**src/rtl/ecp5pll_phaser.sv**
```systemverilog
// ecp5pll_phaser: drives the ECP5 PLL dynamic phase-shift pins.
// It takes an absolute fine-phase target for one channel, works out the
// shortest wrap-around path from that channel's tracked offset, and then
// issues one SETUP/PULSE/GAP step sequence per fine step until the target
// is reached.
//
// Ports:
//   clk_i, reset        clock (PLL reference domain), synchronous active-high reset
//   locked              PLL lock; new steps only start while it is high
//   req_valid/req_ready request handshake carrying req_ch / req_phase
//   busy, done, err     status; done/err are one-cycle pulses
//   cur_phase           tracked offset per channel, channel k at [k*STEP_W +: STEP_W]
//   phasesel, phasedir, phasestep, phaseloadreg   PLL dynamic phase pins
module ecp5pll_phaser #(
  parameter int CHANNELS     = 4,
  parameter int STEP_W       = 8,
  parameter int SETUP_CYCLES = 2,
  parameter int PULSE_CYCLES = 4,
  parameter int GAP_CYCLES   = 4
) (
  input  logic                       clk_i,
  input  logic                       reset,
  input  logic                       locked,
  input  logic                       req_valid,
  output logic                       req_ready,
  input  logic [1:0]                 req_ch,
  input  logic [STEP_W-1:0]          req_phase,
  output logic                       busy,
  output logic                       done,
  output logic                       err,
  output logic [CHANNELS*STEP_W-1:0] cur_phase,
  output logic [1:0]                 phasesel,
  output logic                       phasedir,
  output logic                       phasestep,
  output logic                       phaseloadreg
);

  localparam int CNT_W = 16;

  typedef enum logic [2:0] {S_IDLE, S_CALC, S_SETUP, S_PULSE, S_GAP, S_DONE} state_t;

  state_t                           state;
  logic [CNT_W-1:0]                 cnt;
  logic [1:0]                       ch;
  logic [STEP_W-1:0]                tgt;
  logic [CHANNELS-1:0][STEP_W-1:0]  cur;

  logic [STEP_W-1:0] cur_sel;
  logic [STEP_W-1:0] diff;
  logic              ch_ok;

  // Offset of the latched channel and the modular distance to the target.
  always_comb begin
    cur_sel = '0;
    for (int k = 0; k < CHANNELS; k++)
      if (32'(ch) == k) cur_sel = cur[k];
    diff  = tgt - cur_sel;
    ch_ok = (32'(ch) < CHANNELS);
  end

  assign cur_phase    = cur;
  assign phaseloadreg = 1'b0;

  always_ff @(posedge clk_i) begin
    if (reset) begin
      state     <= S_IDLE;
      cnt       <= '0;
      ch        <= '0;
      tgt       <= '0;
      cur       <= '0;
      phasesel  <= '0;
      phasedir  <= 1'b0;
      phasestep <= 1'b0;
      done      <= 1'b0;
      err       <= 1'b0;
      busy      <= 1'b0;
      req_ready <= 1'b1;
    end else begin
      done <= 1'b0;
      err  <= 1'b0;
      case (state)
        S_IDLE: if (req_valid) begin
          ch        <= req_ch;
          tgt       <= req_phase;
          req_ready <= 1'b0;
          busy      <= 1'b1;
          state     <= S_CALC;
        end
        S_CALC: begin
          if (!ch_ok) begin
            done  <= 1'b1;
            err   <= 1'b1;
            state <= S_DONE;
          end else if (diff == '0) begin
            done  <= 1'b1;
            state <= S_DONE;
          end else if (locked) begin
            // MSB set means the downward path is no longer; the half-way tie decrements.
            phasesel <= ch;
            phasedir <= diff[STEP_W-1];
            cnt      <= CNT_W'(SETUP_CYCLES - 1);
            state    <= S_SETUP;
          end
        end
        S_SETUP: begin
          if (cnt == '0) begin
            phasestep <= 1'b1;
            cnt       <= CNT_W'(PULSE_CYCLES - 1);
            state     <= S_PULSE;
          end else cnt <= cnt - 1'b1;
        end
        S_PULSE: begin
          if (cnt == '0) begin
            // The PLL acts on the falling edge of phasestep; track it here.
            phasestep <= 1'b0;
            cnt       <= CNT_W'(GAP_CYCLES - 1);
            state     <= S_GAP;
            for (int k = 0; k < CHANNELS; k++)
              if (32'(ch) == k)
                cur[k] <= phasedir ? cur[k] - 1'b1 : cur[k] + 1'b1;
          end else cnt <= cnt - 1'b1;
        end
        S_GAP: begin
          if (cnt == '0) state <= S_CALC;
          else           cnt   <= cnt - 1'b1;
        end
        S_DONE: begin
          busy      <= 1'b0;
          req_ready <= 1'b1;
          state     <= S_IDLE;
        end
        default: state <= S_IDLE;
      endcase
    end
  end

endmodule

```
**config.mk**
```make
export PLATFORM = sky130hd
export DESIGN_NAME = ecp5pll_phaser
export DESIGN_NICKNAME = d
export VERILOG_FILES = /design/src/rtl/ecp5pll_phaser.sv
export SDC_FILE = /design/constraint.sdc
export NUM_CORES = 1
export LEC_CHECK = 0
export CAP_MARGIN = 0
export CORE_UTILIZATION = 51
export CTS_CLUSTER_DIAMETER = 30
export DETAILED_ROUTE_END_ITERATION = 8
export PLACE_DENSITY = 0.77
export SLEW_MARGIN = 20
export SYNTH_ARGS = -nofsm -noshare
export SYNTH_HDL_FRONTEND = slang
export SYNTH_SLANG_ARGS = --single-unit
export TNS_END_PERCENT = 50
```
**constraint.sdc**
```tcl
create_clock -name clk_i -period 3.1 [get_ports clk_i]
set_clock_uncertainty 0.05 [all_clocks]
set_input_delay 0.31 -clock clk_i [delete_from_list [all_inputs] [get_ports clk_i]]
set_output_delay 0.31 -clock clk_i [all_outputs]
set_load 0.01 [all_outputs]
```
# After elaboration in Yosys (flattened, before gate mapping)
# Index checks and enable logic that the tools add are counted.
op_classes:
  add_sub_neg: 10
  div_mod_pow: 0
  muxes: 28
  n_bitwise: 2
  multipliers: 0
  eq_ne: 16
  n_reduce_logical: 19
  shift: 0
  n_lt_le_gt_ge: 0
op_table:
  columns: ["op", "count"]
  rows:
  - ["16-bit 2-to-1 mux", 4]
  - ["8-bit 2-to-1 mux", 8]
  - ["16-bit one-hot mux with 3 select lines", 1]
  - ["8-bit by 1-bit adder with 8-bit output, second input constant", 4]
  - ["8-bit by 1-bit subtractor with 8-bit output, second input constant", 4]
  - ["3-bit 2-to-1 mux", 6]
  - ["3-bit AND reduction", 6]
  - ["16-bit logical NOT", 1]
  - ["16-bit by 1-bit subtractor with 16-bit output, second input constant", 1]
  - ["3-bit one-hot mux with 5 select lines", 1]
  - ["2-bit != test, second input constant", 7]
  - ["8-bit logical NOT", 1]
  - ["8-bit subtractor", 1]
  - ["3-bit by 2-bit equality test with 1-bit output, second input constant", 2]
  - ["3-bit equality test, second input constant", 2]
  - ["1-bit one-hot mux with 2 select lines", 3]
  - ["1-bit 2-to-1 mux", 5]
  - ["5-bit AND reduction", 1]
  - ["2-bit equality test, second input constant", 2]
  - ["2-bit AND reduction", 2]
  - ["4-bit AND reduction", 1]
  - ["2-bit nonzero test", 2]
  - ["2-bit OR reduction", 2]
  - ["3-bit by 1-bit equality test with 1-bit output, second input constant", 1]
  - ["6 further kinds", 7]
word_totals:
  romBits: 0
  wordCells: 89
  ramBits: 0
  inputBits: 14
  register_bits: 68
  latch_bits: 0
  n_memories: 0
  out_inout_bits: 41

# Depth between registers and ports, before layout
# Gate-level depths: netlist of run 1.
logic_depth:
  ltp_word: 9
  ltp_mapped: 12
  mapped_depth_nobuf: 10

# Least setup slack after synthesis of run 1
# Ideal clock, no wire load.
synth_timing:
  path_kind: "flip-flop to flip-flop"
  start: "reg ch[1]"
  end: "reg cnt[13]"
  setup_slack_ps: -143
  stages_incl_launch_ff: 13
  arrival_ps: 3105
  setup_time_ps: 88
  n_path_buf: 2
  required_time_ps: 2962
  cell_sequence: "dfxtp_1 > buf_2 > mux4_2 > inv_1 > ha_1 > o21ai_0 > a21oi_1 > a221oi_1 > o221ai_1 > a2111oi_4 > nor2_2 > buf_6 > a311oi_2"
synth_between:
  elab_chain_len: 9
synth_lines:
  columns: ["element", "line", "text"]
  rows:
  - ["start: declaration", "44", "logic [1:0] ch;"]
  - ["start signal: assignment", "83", "ch <= req_ch;"]
  - ["2-bit logical NOT", "56", "if (32'(ch) == k) cur_sel = cur[k];"]
  - ["8-bit 2-to-1 mux (3 in a row)", "56", null]
  - ["8-bit 2-to-1 mux *", "56", null]
  - ["8-bit subtractor *", "57", "diff = tgt - cur_sel;"]
  - ["8-bit logical NOT *", "94", "end else if (diff == '0) begin"]
  - ["2-bit != test (no source line) *", null, null]
  - ["4-bit AND reduction (no source line) *", null, null]
  - ["end signal: assignment", "101", "cnt <= CNT_W'(SETUP_CYCLES - 1);"]
  - ["end signal: assignment", "108", "cnt <= CNT_W'(PULSE_CYCLES - 1);"]
  - ["end signal: assignment", "110", "end else cnt <= cnt - 1'b1;"]
  - ["end: declaration", "43", "logic [CNT_W-1:0] cnt;"]
# Mark *: on every way between the ends. The rest lies on a longest branch, timed or not.
# A chain may end at the register's enable or synchronous reset.

# Final worst setup path of run 1
layout_timing:
  start: "reg ch[1]"
  end: "reg cnt[8]"
# The elaborated chain is that of the path after synthesis.

==> flow_metrics.tcl, run 1 <==
set metrics [dict create \
    synth.top_cell.area_share_pct 30.4 \
    synth.area.mux_share_pct 7.20 \
    timing.hold.worst.class "input pin to register" \
    drt_first_iter_violations 292 \
    yosys.cell_types.count 55 \
    fraction_of_the_mapped_netlist_area_in_compound_gates_pct 20.6 \
    grt_antenna_before_repair 0 \
    synth-edff-count 0 \
    timing.critical_path.cells "mux4_2 > inv_2 > ha_4 > a21o_1 > a211o_1 > a31oi_4 > o21ai_4 > a2111oi_4 > buf_4 > nor2_4 > a311oi_1" \
    via_per_inst 6.15 \
    wl_um 13300 \
    cp_data_arrival_time_ns 3.42 \
    final-max-slew-violation-count 0 \
    synthesis_warnings 0 \
    first_global_vias 4278 \
    unrepaired_setup_endpoints_after_global_routing "true" \
    routedWlPerCell_um 18.0 \
    worstSetupStartpointType "register" \
    timing_worst_slew_pin_value_ns 0.887 \
    place_hpwl_um 8760 \
    grt_start_max_net_pins 37 \
    relSlewSlack_pct 40.2 \
    yosys.area_share.xor_xnor_pct 4.49 \
    hold_viol_final 0 \
    synth.cell_area_um2 4480 \
    root_buffer "clkbuf_8" \
    clkLatencyLatePin_ns 0.37 \
    regArea_um2 1370 \
    die_height_um 95.8 \
    fraction_of_final_layout_cells_with_drive_strength_greater_than_1_pct 15.2 \
    global_route.usage.total_pct 29.2 \
    post-route-worst-setup-slack_ns -0.0928 \
    slowest_stage "mux4_2" \
    antenna_left 0 \
    post-route-cell-area_um2 5720 \
    synth_sequential_area_ratio_pct 30.4 \
    die_w_um 95.8 \
    synthArstFlopShare_pct 0 \
    placeableCoreArea_um2 8380 \
    bufs_and_invs_on_worst_path 2 \
    synth_cells 556 \
    dp_worst_setup_slack_ns -0.364 \
    hold-path-cell-count 2 \
    powerDensity_nw_per_um2 880 \
    worst_r2r_path_depth 11 \
    max_cap_violation_count 0 \
    yosys_most_used_dff "dfxtp_1" \
    initial_core_utilization_pct 53.5 \
    synth_area_per_cell_um2 8.07 \
    crit_fanout 6 \
    placement_rows 33 \
    routed-via-count 4538 \
    cp.required_ns 3.32 \
    cts_hold_repair.buffers 0 \
    antennaDiodeCount 0 \
    grt_first_pass_wirelength_um 20300 \
    placed_area_um2 5240 \
    grt_remaining_overflow 0 \
    path_delay_family "compound AO/OA/AOI/OAI gates" \
    critical_path.max_stage_delay_ns 0.51 \
    synth_simple_gate_area_share_pct 21.8 \
    h-tree-depth 3 \
    peakVddDrop_v 0.000650 \
    cts_sinks 68 \
    netlist_top_cells_count "72 x nor2_1, 68 x dfxtp_1, 65 x a21oi_1" \
    dr.pass1.iters 5 \
    layout_worst_path_cycle_share_pct 103 \
    cts.path.max_buffers 2 \
    numCtsBuffers 9 \
    synth_top_family_by_area "simple AND/OR/NAND/NOR gates" \
    timing.setup.critical_path_class "register to register" \
    yosys.cell_count.top_type "nor2_1" \
    synth_top_cells_by_area "dfxtp_1 30%, ha_1 8.9%, a21oi_1 7.3%" \
    floorplan.io_pins 55 \
    cp.depth 11 \
    cts.clk_slew.worst_paths_ns 0.09 \
    synth_fa_ha_area_share_pct 10.7 \
    num-nets-final 678 \
    cell_taking_the_most_area_after_synthesis "dfxtp_1" \
    fmax_ghz 0.313 \
    tritoncts "yes" \
    run_status "finished with violations" \
    finalSetupViolations 14 \
    violations_in_the_final_reports "setup timing" \
    power_leakage_nw 2.25 \
    drt_drc_violations_left 0 \
    finalWeightedCongestion 0.885 \
    number_of_inserted_filler_cells_in_the_final_layout 692 \
    footprint_of_the_multi_input_gates_um2 3110 \
    buffer_ports.inserted 52 \
    dieArea_um2 9170 \
    cp-end-kind "register" \
    syn2layout_area_growth_pct 27.5 \
    synth-seq-cells 68 \
    period_needed_ns 3.19 \
]
[cell families after synthesis]
kind of cell / count (synthesis)
DFF: 68
other: 1
AOI/OAI and AO/OA: 141
buffers and inverters: 52
adders and majority gates: 36
and+or+nand+nor: 213
muxes: 22
xor gates and xnor gates: 23
[metal layers]
layer,GRT usage (%),part of all wire (%),vias up
li1,-,-,2128
met5,0,0,-
met2,48.1,48,245
met4,12.3,3.4,0
met1,36.1,40,2116
met3,7.82,8.8,49
[repair_timing]
action / in CTS / in global routing
endpoints found under the setup margin: 23 / 22
setup buffers: 1 / 3
cloned: 1 / 0
pin swaps: 5 / 14
resized for setup: 18 / 22
[registers in the layout (all words and copies together), names as in the netlist, 2 cells and up]
| register | cells |
|---|---|
| tgt | 8 |
| ch | 2 |
| phasesel | 2 |
| state | 3 |
| cur_phase | 32 |
| cnt | 16 |
[final timing paths]
kind | startpoint | endpoint | slack (ns)
max | ch[1] | cnt[8] | -0.09
min | reset | phasestep | 0.35
min reg2reg | phasesel[1] | phasesel[1] | 0.42
max reg2reg | ch[1] | cnt[8] | -0.09
[metrics by stage]
step | std cells | hold WS, ns | power, mW | utilization, % | setup TNS, ns
CTS | 735 | 0.361 | 4.73 | 66.6 | 0
global placement | 717 | 0.401 | 3.65 | 62.6 | -1.32
global route | 738 | 0.367 | 5.28 | 68.2 | -1.56
detailed placement | 717 | 0.405 | 3.73 | 62.6 | -4.91
finish | 738 | 0.353 | 5.03 | 68.2 | -0.654
floorplan | 557 | 0.386 | 3.00 | - | 0
[worst reg2reg max path: cells and delay by family, from the launching register on]
family                   cells  cell delay [ns]
AND/OR/NAND/NOR              1             0.08
flip-flops                   1             0.41
multiplexers                 1             0.51
adder cells (fa/ha/maj)      1             0.22
buffers and inverters        2             0.29
AO/OA/AOI/OAI                6             1.54
[area by class of cell]
class                      count  area share (%)
inverter                      27            1.77
tap                          105            2.30
clock buffer                  11            2.65
timing repair buffer          84            13.5
multi-input combinational    438            54.4
clock inverter                 5            1.47
sequential                    68            23.9
[layout by cell type (no fill, tap or decap), types with 5 or more instances in the layout]
cell type / instances
inv_1: 23
and3_1: 6
o21ai_0: 15
nor3_1: 18
a211oi_1: 7
clkdlybuf4s50_1: 51
dfxtp_1: 66
nand2b_1: 11
ha_4: 5
ha_1: 27
nand2_1: 62
mux4_2: 8
xnor2_1: 12
or3_1: 5
clkbuf_8: 11
buf_4: 28
a21oi_1: 64
nand3_1: 8
mux2i_1: 12
nor4_1: 5
nor2_1: 71
nor2b_1: 10
o31ai_1: 5
a311oi_2: 6
a21o_1: 7
xor2_1: 11
[power by group]
part | switching [mW] | internal, mW | total, mW
combinational | 1.82 | 1.08 | 2.89
sequential | 0.226 | 1.03 | 1.26
clock | 0.378 | 0.498 | 0.876
total | 2.42 | 2.61 | 5.03
Note: power is estimated with default switching activity, not from simulation.
==> run 2: changes to the inputs <==
Settings changed: CORE_UTILIZATION 51 to 55, PLACE_DENSITY 0.77 to 0.79.
Clock period 3.1 ns to 3.6 ns, I/O delays scaled along.
==> run 2 against run 1 <==
Compared with the run above: the run now ends clean; total power shrank 26%; count of clock-buffer cells in the layout grew 2; critical endpoint is now cnt[15]; cell count shrank 3.5%; hold slack gained 0.064 ns; design area shrank 7.5%; fmax shrank 5.0%; setup slack gained 0.33 ns; die area shrank 7.1%; register-to-register slack gained 0.33 ns; sequential share of layout area grew 1.9 points.
==> flow_metrics.tcl, run 2 (same netlist as run 1, synthesis figures left out) <==
set metrics [dict create \
    power_leakage_nw 2.09 \
    max_cap_violation_count 0 \
    place_hpwl_um 8350 \
    hold_viol_final 0 \
    worstSetupStartpointType "register" \
    timing.hold.worst.class "register to register" \
    grt_first_pass_wirelength_um 18800 \
    clkLatencyLatePin_ns 0.34 \
    layout_worst_path_cycle_share_pct 93.4 \
    finalWeightedCongestion 0.950 \
    global_route.usage.total_pct 28.0 \
    cp_data_arrival_time_ns 3.57 \
    cp.required_ns 3.80 \
    placement_rows 32 \
    cp-end-kind "register" \
    fmax_ghz 0.297 \
    routedWlPerCell_um 15.8 \
    placed_area_um2 5100 \
    post-route-cell-area_um2 5290 \
    run_status "complete, no violations" \
    finalSetupViolations 0 \
    dpl.cell_count 697 \
    die_height_um 92.3 \
    dieArea_um2 8520 \
    buffer_ports.inserted 52 \
    first_global_vias 3923 \
    mostFrequentLayoutCells "72 x nor2_1, 67 x dfxtp_1, 65 x a21oi_1" \
    cts_hold_repair.buffers 0 \
    final_common_cell "nor2_1" \
    routed-via-count 4235 \
    dr.pass1.iters 5 \
    grt_start_max_net_pins 35 \
    via_per_inst 5.95 \
    relSlewSlack_pct 50.2 \
    totalNegativeSetupSlack_ns 0 \
    largest_reg_flops 32 \
    timing.setup.critical_path_class "register to register" \
    unrepaired_setup_endpoints_after_global_routing "false" \
    timing_worst_slew_pin_value_ns 0.739 \
    grt_remaining_overflow 0 \
    antenna_left 0 \
    root_buffer "clkbuf_8" \
    hold_slack_ns 0.417 \
    numCtsBuffers 9 \
    fin_cells 712 \
    initial_core_utilization_pct 57.4 \
    tritoncts "yes" \
    syn2layout_area_growth_pct 17.9 \
    peakVddDrop_v 0.000506 \
    grt_antenna_before_repair 0 \
    drt_drc_violations_left 0 \
    powerDensity_nw_per_um2 706 \
    floorplan.io_pins 55 \
    crit_fanout 12 \
    final-max-slew-violation-count 0 \
    period_needed_ns 3.36 \
    num-nets-final 656 \
    die_w_um 92.3 \
    drt_first_iter_violations 217 \
    number_of_inserted_filler_cells_in_the_final_layout 653 \
    cts.path.max_buffers 2 \
    h-tree-depth 3 \
    cts.clk_slew.worst_paths_ns 0.07 \
    fraction_of_final_layout_cells_with_drive_strength_greater_than_1_pct 7.70 \
    placeableCoreArea_um2 7810 \
    antennaDiodeCount 0 \
    cts_sinks 68 \
    wl_um 11300 \
]
[run 2: routing by layer]
metal / vias to the layer above / share of wire, % / GRT usage [%]
met5: - / 0 / 0
met4: 0 / 1.0 / 7.03
met3: 8 / 6.5 / 5.25
met2: 129 / 48 / 47.5
met1: 2029 / 44 / 36.7
li1: 2069 / - / -
[run 2: worst paths after layout]
path / start / end / cells past startpoint / slack, ns
setup reg to reg: ch[1] / cnt[15] / 10 / 0.24
hold reg to reg: phasesel[1] / phasesel[1] / 2 / 0.42
setup / recovery: ch[1] / cnt[15] / 10 / 0.24
hold / removal: phasesel[1] / phasesel[1] / 2 / 0.42
[run 2: what timing repair did]
item	CTS	global route
resized for setup	0	1
setup endpoints to repair	0	19
buffers inserted	0	0
endpoints found under the hold margin	0	0
[run 2: power breakdown]
part           internal, mW  leakage [nW]  total, mW  switching (mW)
registers             0.889         0.551       1.07           0.184
logic                 0.755          1.44       2.05            1.29
clock network         0.335        0.0935      0.613           0.277
[run 2: cell type report]
cell class                 count  area [µm²]  area share, %
multi-input combinational    437        2910           55.1
timing repair buffer          63         598           11.3
clock inverter                 2        35.0          0.663
inverter                      27         101           1.92
clock buffer                  13         149           2.82
sequential                    68        1360           25.8
tap                          102         128           2.41
[run 2: metrics by stage]
step | utilization (%) | worst slack (ns) | power, mW
floorplan | - | 0.357 | 2.57
global placement | 65.4 | 0.294 | 3.06
detailed placement | 65.4 | 0.169 | 3.10
CTS | 67.7 | 0.152 | 3.73
global route | 67.7 | 0.0242 | 4.04
finish | 67.7 | 0.238 | 3.73
[run 2: worst max-delay path, stage by stage (launching register included)]
cell and delay (ns):
dfxtp_2 0.45, mux4_2 0.52, inv_1 0.07, ha_1 0.25, o21ai_0 0.26, a21oi_1 0.14, a221oi_1 0.32, o221ai_1 0.28
a2111oi_4 0.41, nor2_2 0.21, a311oi_1 0.30
